File: config.mk
export PLATFORM = sky130hd
export DESIGN_NAME = ifetch_unit_flat
export DESIGN_NICKNAME = d
export VERILOG_FILES = /design/src/rtl/ifetch_pkg.sv /design/src/rtl/ifetch_if.sv /design/src/rtl/ifetch_out_buf.sv /design/src/rtl/ifetch_unit.sv /design/src/flat_wrapper.sv
export SDC_FILE = /design/constraint.sdc
export NUM_CORES = 1
export LEC_CHECK = 0
export ABC_CLOCK_PERIOD_IN_PS = 4500
export CORE_ASPECT_RATIO = 1.2
export CORE_MARGIN = 2
export CORE_UTILIZATION = 45
export DETAILED_ROUTE_END_ITERATION = 16
export PLACE_DENSITY_LB_ADDON = 0.3
export REMOVE_ABC_BUFFERS = 1
export SETUP_SLACK_MARGIN = 0.05
export SLEW_MARGIN = 20
export SYNTH_ARGS = -nofsm -noshare
export SYNTH_HDL_FRONTEND = slang
export SYNTH_SLANG_ARGS = --single-unit
File: constraint.sdc
create_clock -name clk -period 4.5 [get_ports clk]
set_input_delay 0.45 -clock clk [delete_from_list [all_inputs] [get_ports clk]]
set_output_delay 0.45 -clock clk [all_outputs]
set_load 0.05 [all_outputs]
File: src/rtl/ifetch_pkg.sv
// Shared types and constants for the instruction fetch unit.
// Optional misaligned-PC trapping is enabled with `IFETCH_MISALIGN_EN.
package ifetch_pkg;

  localparam int unsigned XLEN = 32;
  localparam logic [XLEN-1:0] NOP_INSTR = 32'h0000_0013;

  typedef enum logic [1:0] {
    IDLE = 2'd0,
    REQ  = 2'd1,
    WAIT = 2'd2,
    DROP = 2'd3
  } fetch_state_e;

  typedef struct packed {
    logic [XLEN-1:0] instr;
    logic [XLEN-1:0] pc;
    logic            err;
  } fetch_word_t;

endpackage

File: src/rtl/ifetch_if.sv
// Instruction-memory request/response channels plus the decode-side output channel.
interface ifetch_if;
  import ifetch_pkg::*;

  logic            imem_req_valid;
  logic [XLEN-1:0] imem_req_addr;
  logic            imem_req_ready;

  logic            imem_rsp_valid;
  logic            imem_rsp_ready;
  logic [XLEN-1:0] imem_rsp_data;

  logic            out_valid;
  logic            out_ready;
  logic [XLEN-1:0] out_instr;
  logic [XLEN-1:0] out_pc;
  logic            out_err;

  modport master (
    output imem_req_valid, imem_req_addr,
    input  imem_req_ready,
    input  imem_rsp_valid, imem_rsp_data,
    output imem_rsp_ready,
    output out_valid, out_instr, out_pc, out_err,
    input  out_ready
  );

  modport slave (
    input  imem_req_valid, imem_req_addr,
    output imem_req_ready,
    output imem_rsp_valid, imem_rsp_data,
    input  imem_rsp_ready,
    input  out_valid, out_instr, out_pc, out_err,
    output out_ready
  );

endinterface

File: src/rtl/ifetch_out_buf.sv
// Single-entry output register toward decode with valid/ready handshake.
// Flush empties the entry; a capture wins over a simultaneous drain.
module ifetch_out_buf
  import ifetch_pkg::*;
#(
  parameter bit ERR_EN = 1'b0
) (
  input  logic            clk,
  input  logic            reset,
  input  logic            flush_i,
  input  logic            cap_valid_i,
  input  fetch_word_t     cap_i,
  input  logic            out_ready_i,
  output logic            out_valid_o,
  output logic [XLEN-1:0] out_instr_o,
  output logic [XLEN-1:0] out_pc_o,
  output logic            out_err_o,
  output logic            free_o
);

  logic        valid_q, valid_d;
  fetch_word_t word_q, word_d;

  always_comb begin
    valid_d = valid_q;
    word_d  = word_q;
    if (flush_i) begin
      valid_d = 1'b0;
    end else if (cap_valid_i) begin
      valid_d = 1'b1;
      word_d  = cap_i;
    end else if (valid_q && out_ready_i) begin
      valid_d = 1'b0;
    end
  end

  always_ff @(posedge clk) begin
    if (reset) begin
      valid_q <= 1'b0;
      word_q  <= '{instr: NOP_INSTR, pc: '0, err: 1'b0};
    end else begin
      valid_q <= valid_d;
      word_q  <= word_d;
    end
  end

  assign free_o      = !valid_q || out_ready_i;
  assign out_valid_o = valid_q;
  assign out_instr_o = word_q.instr;
  assign out_pc_o    = word_q.pc;
  assign out_err_o   = ERR_EN ? word_q.err : 1'b0;

endmodule

File: src/rtl/ifetch_unit.sv
// Instruction fetch FSM: one outstanding imem request, PC hold/advance control,
// flush handling with response drop. `IFETCH_MISALIGN_EN traps misaligned PCs.
module ifetch_unit
  import ifetch_pkg::*;
(
  input  logic            clk,
  input  logic            reset,
  input  logic [XLEN-1:0] pc,
  input  logic            flush,
  output logic            stop,
  ifetch_if.master        bus
);

`ifdef IFETCH_MISALIGN_EN
  localparam bit MISALIGN_EN = 1'b1;
`else
  localparam bit MISALIGN_EN = 1'b0;
`endif

  fetch_state_e    state_q, state_d;
  logic [XLEN-1:0] pc_q, pc_d;

  logic        req_valid;
  logic        rsp_ready;
  logic        cap_valid;
  fetch_word_t cap;
  logic        buf_free;
  logic        misaligned;
  logic        advance;

  assign misaligned = MISALIGN_EN && (pc[1:0] != 2'b00);

  always_comb begin
    state_d   = state_q;
    pc_d      = pc_q;
    req_valid = 1'b0;
    rsp_ready = 1'b0;
    cap_valid = 1'b0;
    cap       = '{instr: bus.imem_rsp_data, pc: pc_q, err: 1'b0};

    case (state_q)
      IDLE: state_d = REQ;

      REQ: begin
        if (misaligned) begin
          if (!flush && buf_free) begin
            cap_valid = 1'b1;
            cap       = '{instr: NOP_INSTR, pc: pc, err: 1'b1};
          end
        end else begin
          req_valid = 1'b1;
          if (bus.imem_req_ready) begin
            pc_d    = pc;
            state_d = flush ? DROP : WAIT;
          end
        end
      end

      WAIT: begin
        rsp_ready = buf_free;
        // A response consumed on the flush cycle retires the request, so no DROP is needed.
        if (bus.imem_rsp_valid && buf_free) begin
          cap_valid = !flush;
          state_d   = REQ;
        end else if (flush) begin
          state_d = DROP;
        end
      end

      DROP: begin
        rsp_ready = 1'b1;
        // Only the response retires the stale request; a new flush just keeps waiting.
        if (bus.imem_rsp_valid) state_d = REQ;
      end

      default: state_d = IDLE;
    endcase

    if (reset) begin
      req_valid = 1'b0;
      rsp_ready = 1'b0;
      cap_valid = 1'b0;
    end
  end

  always_ff @(posedge clk) begin
    if (reset) begin
      state_q <= IDLE;
      pc_q    <= '0;
    end else begin
      state_q <= state_d;
      pc_q    <= pc_d;
    end
  end

  assign advance            = cap_valid;
  assign stop               = reset || !(advance || flush);
  assign bus.imem_req_valid = req_valid;
  assign bus.imem_req_addr  = pc;
  assign bus.imem_rsp_ready = rsp_ready;

  ifetch_out_buf #(
    .ERR_EN (MISALIGN_EN)
  ) u_out_buf (
    .clk         (clk),
    .reset       (reset),
    .flush_i     (flush),
    .cap_valid_i (cap_valid),
    .cap_i       (cap),
    .out_ready_i (bus.out_ready),
    .out_valid_o (bus.out_valid),
    .out_instr_o (bus.out_instr),
    .out_pc_o    (bus.out_pc),
    .out_err_o   (bus.out_err),
    .free_o      (buf_free)
  );

endmodule

File: src/flat_wrapper.sv
// flat-port wrapper written by rule: the top's interface ports become plain ports
module ifetch_unit_flat import ifetch_pkg::*;
  (clk, reset, pc, flush, stop, bus_imem_req_valid, bus_imem_req_addr, bus_imem_req_ready, bus_imem_rsp_valid, bus_imem_rsp_data, bus_imem_rsp_ready, bus_out_valid, bus_out_instr, bus_out_pc, bus_out_err, bus_out_ready);
  ifetch_if bus_i ();
  input  logic clk;
  input  logic reset;
  input  logic [XLEN-1:0] pc;
  input  logic flush;
  output logic stop;
  output wire logic [$bits(bus_i.imem_req_valid)-1:0] bus_imem_req_valid;
  output wire logic [$bits(bus_i.imem_req_addr)-1:0] bus_imem_req_addr;
  input wire logic [$bits(bus_i.imem_req_ready)-1:0] bus_imem_req_ready;
  input wire logic [$bits(bus_i.imem_rsp_valid)-1:0] bus_imem_rsp_valid;
  input wire logic [$bits(bus_i.imem_rsp_data)-1:0] bus_imem_rsp_data;
  output wire logic [$bits(bus_i.imem_rsp_ready)-1:0] bus_imem_rsp_ready;
  output wire logic [$bits(bus_i.out_valid)-1:0] bus_out_valid;
  output wire logic [$bits(bus_i.out_instr)-1:0] bus_out_instr;
  output wire logic [$bits(bus_i.out_pc)-1:0] bus_out_pc;
  output wire logic [$bits(bus_i.out_err)-1:0] bus_out_err;
  input wire logic [$bits(bus_i.out_ready)-1:0] bus_out_ready;
  assign bus_imem_req_valid = bus_i.imem_req_valid;
  assign bus_imem_req_addr = bus_i.imem_req_addr;
  assign bus_i.imem_req_ready = bus_imem_req_ready;
  assign bus_i.imem_rsp_valid = bus_imem_rsp_valid;
  assign bus_i.imem_rsp_data = bus_imem_rsp_data;
  assign bus_imem_rsp_ready = bus_i.imem_rsp_ready;
  assign bus_out_valid = bus_i.out_valid;
  assign bus_out_instr = bus_i.out_instr;
  assign bus_out_pc = bus_i.out_pc;
  assign bus_out_err = bus_i.out_err;
  assign bus_i.out_ready = bus_out_ready;
  ifetch_unit u_core (.clk(clk), .reset(reset), .pc(pc), .flush(flush), .stop(stop), .bus(bus_i));
endmodule
==> run_results.csv <==
group,metric,value,unit
status,outcome,"finished clean",
drt,via_count,3443,
sta,fmax,360,MHz
power_and_ir_drop,power_density,354,nW/um^2
power_and_ir_drop,comb_power_share,0.209,
clocking,clockRootBuffer,"clkbuf_8",
clocking,cts_tree,"yes",
setup_path,worstPathMaxFanout,4,
layout,final_cell_mix,"nand2_1, clkdlybuf4s50_1, dfxtp_1, a21oi_1, clkbuf_8",
drt,avgRoutedWirePerCell,12.7,um
sta,tightest_slew,1.02,ns
global_route,grt_max_degree,104,
global_route,grt_overflow,0,
power_and_ir_drop,power.leakage,1.87,nW
floorplan,die_h,105,um
clocking,h-tree-depth,3,
floorplan,rows,36,
flow_run,cap_violations,0,
drt,ant_nets,0,
synthesis,async_reset_ff_frac,0,
drt,wl,9.15,mm
placement,buffer_ports.inserted,169,
sta,maxSlewViolCount,0,
synthesis,synth_area,3820,um^2
global_route,grt_usage,0.194,
power_and_ir_drop,seqPwrFrac,0.494,
layout,fill_cells,715,
sta,clock_skew,0.0128,ns
hold_path,min_path_type,"reg -> reg",
sta,rsz0062_at_grt,"no",
sta,finalHoldViolCount,0,
synthesis,synth_ff_type,"dfxtp_1",
sta,min_period,2.78,ns
hold_path,hold-path-cell-count,2,
synthesis,syn_area_per_cell,7.92,um^2
power_and_ir_drop,p_int,1.35,mW
clocking,cts.sinks,99,
clocking,cts_inserted_buffers,9,
floorplan,fp.dieW,88.1,um
layout,syn_to_final_growth,42.8,%
setup_path,crit_start,"u_core.state_q[0]",
hold_path,worstHoldStart,"u_core.pc_q[17]",
drt,drc,0,
floorplan,die_area,9240,um^2
power_and_ir_drop,p_switching,0.572,mW
drt,drt-pass1-iter-count,4,
placement,hpwl,6.03,mm
clocking,clk_path_buf_depth,2,
setup_path,worstPathArrival,2.33,ns
setup_path,rr_worst_depth,6,
synthesis,yosysSeqAreaShare,0.519,
clocking,clk_latency,0.35,ns
drt,viasPerCell,4.80,
global_route,grt_pass1_wl,14.6,mm
synthesis,synth_edf_count,0,
floorplan,core,8200,um^2
floorplan,start_util,0.466,
clocking,cts_post_setup_buffers_inserted,0,
layout,antennaDiodeCount,0,
layout,drive_gt1_frac,0.0381,
global_route,grt_pass1_vias,3367,
setup_path,cp.required,4.05,ns
clocking,cts_resized,0,
sta,finalSetupViolations,0,
sta,slew_headroom,0.320,
setup_path,critPathLaunchType,"flip-flop",
global_route,antenna_found_initial,0,
clocking,cts_hold_buf,0,
setup_path,critical_path_class,"reg -> out",
clocking,path_clk_slew,0.10,ns
power_and_ir_drop,p_clk_frac,0.297,
setup_path,crit_path_end_kind,"output port",
synthesis,yosys_warnings,0,
synthesis,ys_types,26,
layout,layout_commonest_cell,"nand2_1",
power_and_ir_drop,p_sw_frac,0.297,
sta,holdWs,0.449,ns
drt,first_iter_violations,173,
setup_path,reg2reg_from,"u_core.state_q[1]",
placement,routabilityCongestion,0.807,
synthesis,synth-seq-cells,99,
layout,final_nets,672,
power_and_ir_drop,ir_drop,0.253,mV
floorplan,io_pins,171,
synthesis,postSynthCellCount,482,
sta,post-route-period-util,0.617,
sta,setup_tns,0,ns
==> path summary, 6_finish.rpt <==
check	slack, ns	to
worst min register to register	0.45	u_core.u_out_buf.out_pc_o[17]
worst max register to register	2.06	u_core.u_out_buf.out_instr_o[18]
worst min-delay path	0.45	u_core.u_out_buf.out_pc_o[17]
worst max-delay path	1.72	stop
==> metal layers <==
metal	share of wire	global-route usage	wire [um]
met1	0.42	0.231	3880
met2	0.50	0.338	4580
met3	0.059	0.0387	542
met4	0.016	0.0747	142
met5	0	0	0
==> power groups by stage <==
stage / clock network, mW / registers [mW] / logic [mW]
finish: 0.571 / 0.952 / 0.403
detailed placement: 0 / 0.972 / 0.403
global placement: 0 / 0.969 / 0.396
global route: 0.616 / 0.959 / 0.437
CTS: 0.582 / 0.952 / 0.405
floorplan: 0 / 0.996 / 0.148
==> worst max-delay path, stage by stage, from the launching register on <==
cell and delay, ns:
dfxtp_1 0.39, inv_1 0.06, ha_1 0.24, nor2b_4 0.15
and3_2 0.20, o21bai_1 0.11, clkdlybuf4s50_1 0.81
==> cell families after synthesis <==
logic type / share of synthesized area
and+or+nand+nor: 0.212
AOI/OAI and AO/OA: 0.139
DFF: 0.519
buffers and inverters: 0.117
adders and majority gates: 0.00983
muxes: 0.00262
other: 0.000982
==> state kept, by name, summed over array words and instances (netlist names) <==
register / count
u_core.u_out_buf.out_instr_o: 32
u_core.pc_q: 32
u_core.state_q: 2
u_core.u_out_buf.out_pc_o: 32
u_core.u_out_buf.out_valid_o: 1
==> cell type report <==
cell class	count	area [um^2]	share of cell area
tap	114	143	0.0262
multi-input combinational	313	1400	0.257
sequential	99	1980	0.364
clock inverter	5	62.6	0.0115
inverter	5	18.8	0.00344
timing repair buffer	171	1700	0.313
clock buffer	11	141	0.0259
==> Yosys cell counts (3+ instances only) <==
cell,number,area share
buf_6,6,0.018
buf_4,34,0.067
buf_2,9,0.012
ha_1,3,0.0098
a21oi_1,95,0.12
nand3b_1,3,0.0059
nand2_1,194,0.19
dfxtp_1,99,0.52
inv_1,5,0.0049
clkbuf_1,15,0.015
==> through the flow <==
step	worst slack [ns]	total power, mW	std cells	util	instance area [um^2]
2_1_floorplan	1.53	1.14	417	-	3390
3_3_place_gp	1.80	1.37	702	0.639	5240
3_5_place_dp	1.71	1.38	702	0.640	5240
4_1_cts	1.71	1.94	718	0.665	5450
5_1_grt	1.60	2.01	718	0.665	5450
6_report	1.72	1.93	718	0.665	5450
Power figures use the tool's default switching activity.
